File: config.mk
export PLATFORM = sky130hd
export DESIGN_NAME = alu_rr_arbiter
export DESIGN_NICKNAME = d
export VERILOG_FILES = /design/src/rtl/alu_rr_arbiter.sv
export SDC_FILE = /design/constraint.sdc
export NUM_CORES = 1
export LEC_CHECK = 0
export ABC_AREA = 1
export BUFFER_PORTS_ARGS = -buffer_cell sky130_fd_sc_hd__buf_4
export CAP_MARGIN = 20
export CORE_ASPECT_RATIO = 0.6
export CORE_UTILIZATION = 47
export CTS_BUF_LIST = sky130_fd_sc_hd__clkbuf_4 sky130_fd_sc_hd__clkbuf_8
export CTS_CLUSTER_DIAMETER = 50
export DETAILED_ROUTE_END_ITERATION = 8
export GPL_TIMING_DRIVEN = 0
export MAX_ROUTING_LAYER = met4
export PLACE_DENSITY = 0.9
export SLEW_MARGIN = 20
export SYNTH_ARGS = -nofsm -noshare
export SYNTH_HDL_FRONTEND = slang
export SYNTH_SLANG_ARGS = --single-unit
File: constraint.sdc
create_clock -name clk -period 1.5 [get_ports clk]
set_input_delay 0.3 -clock clk [delete_from_list [all_inputs] [get_ports clk]]
set_output_delay 0.3 -clock clk [all_outputs]
set_load 0.01 [all_outputs]
File: src/rtl/alu_rr_arbiter.sv
// alu_rr_arbiter
//   Shares one combinational ALU between two requesters. Requests arrive over
//   valid/ready handshakes. Each accepted operation takes one cycle to execute
//   on the ALU. The result is returned as a response tagged with the
//   requester ID.
//
//   Ports
//     clk, rst_n                  clock, asynchronous active-low reset
//     reqN_valid / reqN_ready     request handshake, N = 0,1 (ready is combinational)
//     reqN_a, reqN_b, reqN_sel    request operands and opcode
//     alu_a, alu_b, alu_sel       drive to the shared ALU (latched operands)
//     alu_result/carry/zero       returned from the shared ALU
//     rsp_valid / rsp_ready       response handshake
//     rsp_id, rsp_result,
//     rsp_carry, rsp_zero         captured response fields
//
//   state | meaning
//   ------+---------------------------------------------------------------
//   IDLE  | waiting for a request; grants one and latches its fields
//   EXEC  | ALU sees the latched operands; results captured at cycle end
//   RESP  | response presented and held until rsp_ready
module alu_rr_arbiter #(
    parameter int DATA_W = 4,
    parameter int SEL_W  = 3
) (
    input  logic              clk,
    input  logic              rst_n,

    input  logic              req0_valid,
    output logic              req0_ready,
    input  logic [DATA_W-1:0] req0_a,
    input  logic [DATA_W-1:0] req0_b,
    input  logic [SEL_W-1:0]  req0_sel,

    input  logic              req1_valid,
    output logic              req1_ready,
    input  logic [DATA_W-1:0] req1_a,
    input  logic [DATA_W-1:0] req1_b,
    input  logic [SEL_W-1:0]  req1_sel,

    output logic [DATA_W-1:0] alu_a,
    output logic [DATA_W-1:0] alu_b,
    output logic [SEL_W-1:0]  alu_sel,
    input  logic [DATA_W-1:0] alu_result,
    input  logic              alu_carry,
    input  logic              alu_zero,

    output logic              rsp_valid,
    input  logic              rsp_ready,
    output logic              rsp_id,
    output logic [DATA_W-1:0] rsp_result,
    output logic              rsp_carry,
    output logic              rsp_zero
);

    typedef enum logic [1:0] {
        IDLE = 2'd0,
        EXEC = 2'd1,
        RESP = 2'd2
    } state_t;

    state_t            state_q, state_d;
    logic [DATA_W-1:0] a_q, a_d;
    logic [DATA_W-1:0] b_q, b_d;
    logic [SEL_W-1:0]  sel_q, sel_d;
    logic              id_q, id_d;
    logic              last_grant_q, last_grant_d;
    logic              rsp_id_q, rsp_id_d;
    logic [DATA_W-1:0] rsp_result_q, rsp_result_d;
    logic              rsp_carry_q, rsp_carry_d;
    logic              rsp_zero_q, rsp_zero_d;

    logic              grant0, grant1;

    // Grant only in IDLE. Under contention the requester not served last wins.
    // The rst_n term keeps both readies low while reset is held, even if a
    // requester is already asserting valid.
    always_comb begin
        grant0 = 1'b0;
        grant1 = 1'b0;
        if (state_q == IDLE && rst_n) begin
            if (req0_valid && req1_valid) begin
                if (last_grant_q) grant0 = 1'b1;
                else              grant1 = 1'b1;
            end else if (req0_valid) begin
                grant0 = 1'b1;
            end else if (req1_valid) begin
                grant1 = 1'b1;
            end
        end
    end

    always_comb begin
        state_d      = state_q;
        a_d          = a_q;
        b_d          = b_q;
        sel_d        = sel_q;
        id_d         = id_q;
        last_grant_d = last_grant_q;
        rsp_id_d     = rsp_id_q;
        rsp_result_d = rsp_result_q;
        rsp_carry_d  = rsp_carry_q;
        rsp_zero_d   = rsp_zero_q;

        case (state_q)
            IDLE: begin
                if (grant0) begin
                    a_d          = req0_a;
                    b_d          = req0_b;
                    sel_d        = req0_sel;
                    id_d         = 1'b0;
                    last_grant_d = 1'b0;
                    state_d      = EXEC;
                end else if (grant1) begin
                    a_d          = req1_a;
                    b_d          = req1_b;
                    sel_d        = req1_sel;
                    id_d         = 1'b1;
                    last_grant_d = 1'b1;
                    state_d      = EXEC;
                end
            end
            EXEC: begin
                rsp_id_d     = id_q;
                rsp_result_d = alu_result;
                rsp_carry_d  = alu_carry;
                rsp_zero_d   = alu_zero;
                state_d      = RESP;
            end
            RESP: begin
                if (rsp_ready) state_d = IDLE;
            end
            default: state_d = IDLE;
        endcase
    end

    always_ff @(posedge clk or negedge rst_n) begin
        if (!rst_n) begin
            state_q      <= IDLE;
            a_q          <= '0;
            b_q          <= '0;
            sel_q        <= '0;
            id_q         <= 1'b0;
            last_grant_q <= 1'b1;
            rsp_id_q     <= 1'b0;
            rsp_result_q <= '0;
            rsp_carry_q  <= 1'b0;
            rsp_zero_q   <= 1'b0;
        end else begin
            state_q      <= state_d;
            a_q          <= a_d;
            b_q          <= b_d;
            sel_q        <= sel_d;
            id_q         <= id_d;
            last_grant_q <= last_grant_d;
            rsp_id_q     <= rsp_id_d;
            rsp_result_q <= rsp_result_d;
            rsp_carry_q  <= rsp_carry_d;
            rsp_zero_q   <= rsp_zero_d;
        end
    end

    assign req0_ready = grant0;
    assign req1_ready = grant1;

    assign alu_a   = a_q;
    assign alu_b   = b_q;
    assign alu_sel = sel_q;

    assign rsp_valid  = (state_q == RESP);
    assign rsp_id     = rsp_id_q;
    assign rsp_result = rsp_result_q;
    assign rsp_carry  = rsp_carry_q;
    assign rsp_zero   = rsp_zero_q;

endmodule

==> flow_summary.toml, run 1 <==
[timing]
setup_viol = 2
finalHoldWorstSlack_ns = 0.213
worst_clock_skew_ns = 0.00139
hold_viol_final = 0
finalCritPeriodShare_pct = 107
maxClockFrequency_mhz = 624
worst_pin_slew_ns = 0.932
relSlewSlack_pct = 37.9
fin_crit_ns = 1.60
rsz0062_at_grt = "true"
fin_ws_ns = -0.102
finalMaxSlewViolations = 0

[worst_setup_path]
r2r_cells = 8
cpMaxStageDelayCell = "dfstp_2"
cp_max_fo = 3
slowest_delay_ns = 0.56
startpoint_type = "flip-flop"
critPathArrivalTime_ns = 1.30
cp.required_ns = 1.20
end_kind = "output pin"
cp.buffers_inverters = 3
r2r_start = "last_grant_q"
r2r_end = "alu_a[3]"
critPathTopFamily = "flip-flops"
r2r_slack_ns = 0.03
path_class = "reg -> out"
worstPathCellList = "inv_2 > a21oi_4 > nand2_4 > inv_4 > buf_6"

[yosys]
ys_seq_area_share_pct = 48.5
synth.avg_cell_area_sq_um = 8.50
yosysTopAreaCell = "dfrtp_1"
syn_nets = 167
synth_cells = 134
syn_area_sq_mm = 0.00114
synth_seq_cells = 22
ys_warn_count = 0
synth_cell_type_count = 17
synthTopCellsByArea = "dfrtp_1 46%, nand3_1 15%, inv_1 9.9%, nand2_1 7.6%, mux2_2 5.9%"
synth_top_area_share_pct = 46.2

[clock_tree]
root_buffer = "clkbuf_8"
cts_tree = "built"
clockBufferDepth = 2
insertion_delay_ns = 0.27
clock-sinks = 22
htreeDepth = 1
cts_buffers = 3
cts.clk_slew.worst_paths_ns = 0.08

[floorplan]
initial_core_util_pct = 51.1
ios = 54
die-area_sq_mm = 0.00263
core_sq_mm = 0.00223
die_x_microns = 65.5
row_count = 13
die_h_microns = 40.1

[run]
maxCapViolCount = 0

[drt]
viasPerCell = 5.07
drtIter0Drc = 81
post_drt_wl_per_cell_microns = 14.4
dr.pass1.iters = 4
num_vias = 1161
drc_errors = 0
ant_nets = 0
wl_microns = 3310

[layout]
stdcell_area_sq_mm = 0.00173
nets = 233
utilization_pct = 77.7
final_common_cell = "buf_4"
antenna_cells = 0
drive_gt1_share_pct = 44.2
area_delta_synth_final_pct = 52.0
final_cell_mix = "61 x buf_4, 33 x nand3_1, 27 x inv_1, 23 x nand2_1, 21 x dfrtp_1"

[placement]
place.gp.congestion = 0.844
dpl_cell_area_sq_mm = 0.00157
io_buffers = 53
dp.final_hpwl_microns = 2150

[pwr]
switchingPower_mw = 1.09
pwr-share-clk_pct = 18.1
p_comb_share_pct = 47.0
p_int_mw = 1.99
peakVddDrop_mv = 0.879
p_total_mw = 3.07
p_per_area_mw_per_mm2 = 1780
p_leak_nw = 1.01
power_frac_seq_pct = 34.9
switching_share_pct = 35.3

[min_path]
hold_class = "in -> reg"
worstHoldStart = "rsp_ready"
worstHoldEndpoint = "state_q[1]"
hold_depth = 2

[run_status]
failed_checks = "negative setup slack"
status = "finished with violations"

[grt]
grt_usage_pct = 27.3
grt_antenna_before_repair = 0
grt_overflow = 0
grt_pass1_wl_microns = 4800
grt_max_degree = 22
grt_pass1_vias = 1046
power by group through the flow:
stage	registers [mW]	clock network, mW	logic, mW
6_report	1.07	0.556	1.44
5_1_grt	1.10	0.578	1.56
4_1_cts	1.06	0.560	1.43
3_5_place_dp	1.07	0	1.32
3_3_place_gp	1.05	0	1.26
2_1_floorplan	1.16	0	0.592
logic make-up (layout without fill, tap and decap cells):
group,after synthesis,after routing,share of synthesized area [%]
mux,6,6,5.93
buf+inv,37,102,14.2
flops,22,22,48.5
compound gates,6,6,3.96
simple gates,63,63,27.5
per-layer routing:
| metal | wire (microns) | up-vias | global-route usage (%) |
|---|---|---|---|
| met5 | 0 | - | - |
| li1 | - | 546 | - |
| met2 | 1710 | 58 | 48.7 |
| met1 | 1310 | 551 | 31.6 |
| met3 | 236 | 6 | 6.25 |
| met4 | 42 | 0 | 8.70 |
what timing repair did:
item,in CTS,in global routing
endpoints found under the setup margin,2,32
buffers inserted,7,1
gates resized for setup,8,3
pin swaps,3,3
hold buffers,2,0
hold endpoints to repair,21,0
gates cloned,0,0
layout make-up:
cell class | count | area, sq um
Buffer | 4 | 41.3
Inverter | 31 | 119
Timing Repair Buffer | 63 | 484
Clock buffer | 3 | 41.3
Fill cell | 145 | 498
Tap cell | 30 | 37.5
Multi-Input combinational cell | 75 | 425
Sequential cell | 22 | 552
Clock inverter | 1 | 30.0
synthesized netlist by cell type:
cell and n:
inv_1 30, nor2_1 1, o21ai_0 4, dfstp_2 1, inv_2 1, a21oi_4 1, nand2_1 23, nand2_2 2
mux2_2 6, nand3_1 33, dfrtp_1 21, nand2_4 3, buf_2 3, buf_4 1, nor2_4 1, a21oi_2 1
buf_6 2
how the worst max path moves through the flow:
| stage | from | end | depth (start not counted) |
|---|---|---|---|
| after floorplan | state_q[0] | req1_ready | 6 |
| after global placement | rst_n | req1_ready | 7 |
| after detailed placement | rst_n | req1_ready | 7 |
| after CTS | last_grant_q | req0_ready | 5 |
| after global routing | last_grant_q | req0_ready | 5 |
| final | last_grant_q | req0_ready | 5 |
stage by stage:
stage | cells | TNS, ns | worst slack (ns)
6_report | 229 | -0.106 | -0.102
5_1_grt | 229 | -0.214 | -0.126
4_1_cts | 230 | -0.170 | -0.0997
3_5_place_dp | 217 | -0.187 | -0.171
3_3_place_gp | 217 | -0.163 | -0.163
2_1_floorplan | 134 | 0 | 0.205
state kept, by name, indices dropped and copies added (netlist names):
name,count
alu_a,4
alu_b,4
rsp_result,4
alu_sel,3
state_q,2
id_q,1
last_grant_q,1
rsp_carry,1
rsp_id,1
rsp_zero,1
Note: power is estimated with default switching activity, not from simulation.
==> inputs of run 2 (changes only) <==
--- a/config.mk
+++ b/config.mk
@@ -5,9 +5,7 @@
 export SDC_FILE = /design/constraint.sdc
 export NUM_CORES = 1
 export LEC_CHECK = 0
-export ABC_AREA = 1
-export BUFFER_PORTS_ARGS = -buffer_cell sky130_fd_sc_hd__buf_4
-export CAP_MARGIN = 20
+export BUFFER_PORTS_ARGS = -buffer_cell sky130_fd_sc_hd__buf_2
 export CORE_ASPECT_RATIO = 0.6
 export CORE_UTILIZATION = 47
 export CTS_BUF_LIST = sky130_fd_sc_hd__clkbuf_4 sky130_fd_sc_hd__clkbuf_8
==> flow_summary.toml, run 2 <==
[drt]
ant_nets = 0
drc_errors = 0
viasPerCell = 5.49
dr.pass1.iters = 4
num_vias = 1137
drtIter0Drc = 94
post_drt_wl_per_cell_microns = 16.7
wl_microns = 3470

[timing]
rsz0062_at_grt = "true"
setup_viol = 3
fin_crit_ns = 1.67
finalCritPeriodShare_pct = 112
finalMaxSlewViolations = 0
worst_pin_slew_ns = 0.952
fin_tns_setup_ns = -0.321
relSlewSlack_pct = 36.3
fin_ws_ns = -0.173
maxClockFrequency_mhz = 598
hold_viol_final = 0
worst_clock_skew_ns = 0.00319

[worst_setup_path]
worstPathCellList = "nor3b_4 > buf_4 > and3_4 > buf_6"
end_kind = "output pin"
r2r_cells = 6
critPathArrivalTime_ns = 1.37
cpMaxStageDelayCell = "dfrtp_1"
cp.required_ns = 1.20
cp_max_fo = 2
path_class = "reg -> out"
critPathTopFamily = "simple AND/OR/NAND/NOR gates"
slowest_delay_ns = 0.42
path_depth = 4
cp.buffers_inverters = 2
startpoint_type = "flip-flop"

[yosys]
synthTopCellsByArea = "dfrtp_1 47%, o22a_1 8.5%, o211ai_1 7.3%, mux2_1 7.0%, a31oi_1 6.1%"
synth_flop_cell = "dfrtp_1"
syn_area_sq_mm = 0.00113
yosysTopAreaCell = "dfrtp_1"
ys_warn_count = 0
syn_nets = 142
synth_top_area_share_pct = 46.6
synth_cells = 109
synth_edf_count = 0
ys_seq_area_share_pct = 48.9
async_flop_share_pct = 100
synth_seq_cells = 22
synth_common_cells = "21 x dfrtp_1, 12 x inv_1, 12 x nand2_1"
yosysMostFrequentCell = "dfrtp_1"
synth_cell_type_count = 22
synth.avg_cell_area_sq_um = 10.3

[grt]
grt_usage_pct = 29.1
grt_max_degree = 22
grt_overflow = 0
grt_pass1_vias = 1047
grt_pass1_wl_microns = 5110
grt_antenna_before_repair = 0

[pwr]
p_comb_share_pct = 45.8
pwr-share-clk_pct = 15.1
power_frac_seq_pct = 39.1
p_int_mw = 1.70
switching_share_pct = 35.2
switchingPower_mw = 0.921
p_per_area_mw_per_mm2 = 1590
peakVddDrop_mv = 0.818
p_leak_nw = 0.818

[min_path]
hold_class = "in -> reg"
hold_depth = 2

[run_status]
failed_checks = "negative setup slack"
status = "finished with violations"

[placement]
dp.final_hpwl_microns = 2290
place.gp.congestion = 0.858
io_buffers = 52
pre_cts_slack_ns = -0.525
dpl_cell_area_sq_mm = 0.00143

[clock_tree]
clock-sinks = 22
cts_tree = "built"
clockBufferDepth = 2
cts.clk_slew.worst_paths_ns = 0.08
cts_buffers = 3
root_buffer = "clkbuf_8"
htreeDepth = 1
insertion_delay_ns = 0.26

[layout]
nets = 211
area_delta_synth_final_pct = 46.4
antenna_cells = 0
fill_cells = 170
final_cell_mix = "50 x buf_2, 21 x dfrtp_1, 12 x nand2_1, 12 x inv_1"
drive_gt1_share_pct = 46.3
final_common_cell = "buf_2"
stdcell_area_sq_mm = 0.00165

[floorplan]
ios = 54
initial_core_util_pct = 51.0
core_sq_mm = 0.00221
row_count = 13
die-area_sq_mm = 0.00260
die_h_microns = 39.9
die_x_microns = 65.2

[run]
maxCapViolCount = 0
==> run 2: cell count changes after synthesis, sizes merged, moves of 2 or more <==
cell	previous run	this run
inv	31	13
a31oi	0	11
nand3	33	1
o21ai	4	1
nand2b	0	3
nand2	28	12
a21o	0	2
clkbuf	0	4
a21oi	2	0
nor2	2	0
o211ai	0	11
o22a	0	11
==> run 2: worst paths after layout <==
path / from / to / slack (ns)
setup / recovery: state_q[1] / req1_ready / -0.17
hold / removal: rsp_ready / state_q[1] / 0.23
setup reg to reg: state_q[1] / alu_a[0] / -0.01
hold reg to reg: id_q / id_q / 0.49
max in group asynchronous: rst_n / alu_sel[2] / 0.18
min in group asynchronous: rst_n / last_grant_q / 0.59
==> run 2: cells by family after synthesis <==
group | after synthesis | synth area share (%)
AND/OR/NAND/NOR | 21 | 10.7
flip-flops | 22 | 48.9
multiplexers | 7 | 6.99
AO/OA/AOI/OAI | 36 | 23.8
buffers and inverters | 23 | 9.65
==> run 2: repair_timing <==
item	CTS	global route
gates resized for setup	13	4
setup endpoints to repair	15	13
pin swaps	2	0
endpoints found under the hold margin	21	0
setup buffers	7	3
hold buffers	2	0
==> run 2: final cells by class <==
class	instances	area (sq um)	area share [%]
Buffer	10	92.6	5.61
Clock buffer	4	48.8	2.96
Inverter	13	48.8	2.96
Multi-Input combinational cell	64	494	29.9
Sequential cell	22	552	33.4
Tap cell	30	37.5	2.27
Timing Repair Buffer	64	377	22.8
==> run 2: per-layer routing <==
metal	part of all wire, %	global-route usage, %	up-vias
met5	0	-	-
met4	0.37	4.89	0
met3	7.4	5.68	2
met2	50	53.1	56
met1	43	35.1	553
li1	-	-	526
==> run 2: metrics by stage <==
step | util [%] | std cells | total power [mW] | hold WS (ns)
finish | 74.6 | 207 | 2.62 | 0.227
global placement | 64.4 | 191 | 1.92 | 0.287
CTS | 72.9 | 204 | 2.55 | 0.232
detailed placement | 64.4 | 191 | 2.00 | 0.296
global route | 74.6 | 207 | 2.76 | 0.217
floorplan | - | 109 | 1.57 | 0.00441
==> run 2: power groups by stage <==
stage / logic (mW) / clock network [mW] / registers [mW]
floorplan: 0.457 / 0 / 1.12
global placement: 0.919 / 0 / 0.999
detailed placement: 0.967 / 0 / 1.03
CTS: 1.14 / 0.391 / 1.01
global route: 1.29 / 0.419 / 1.05
finish: 1.20 / 0.395 / 1.02
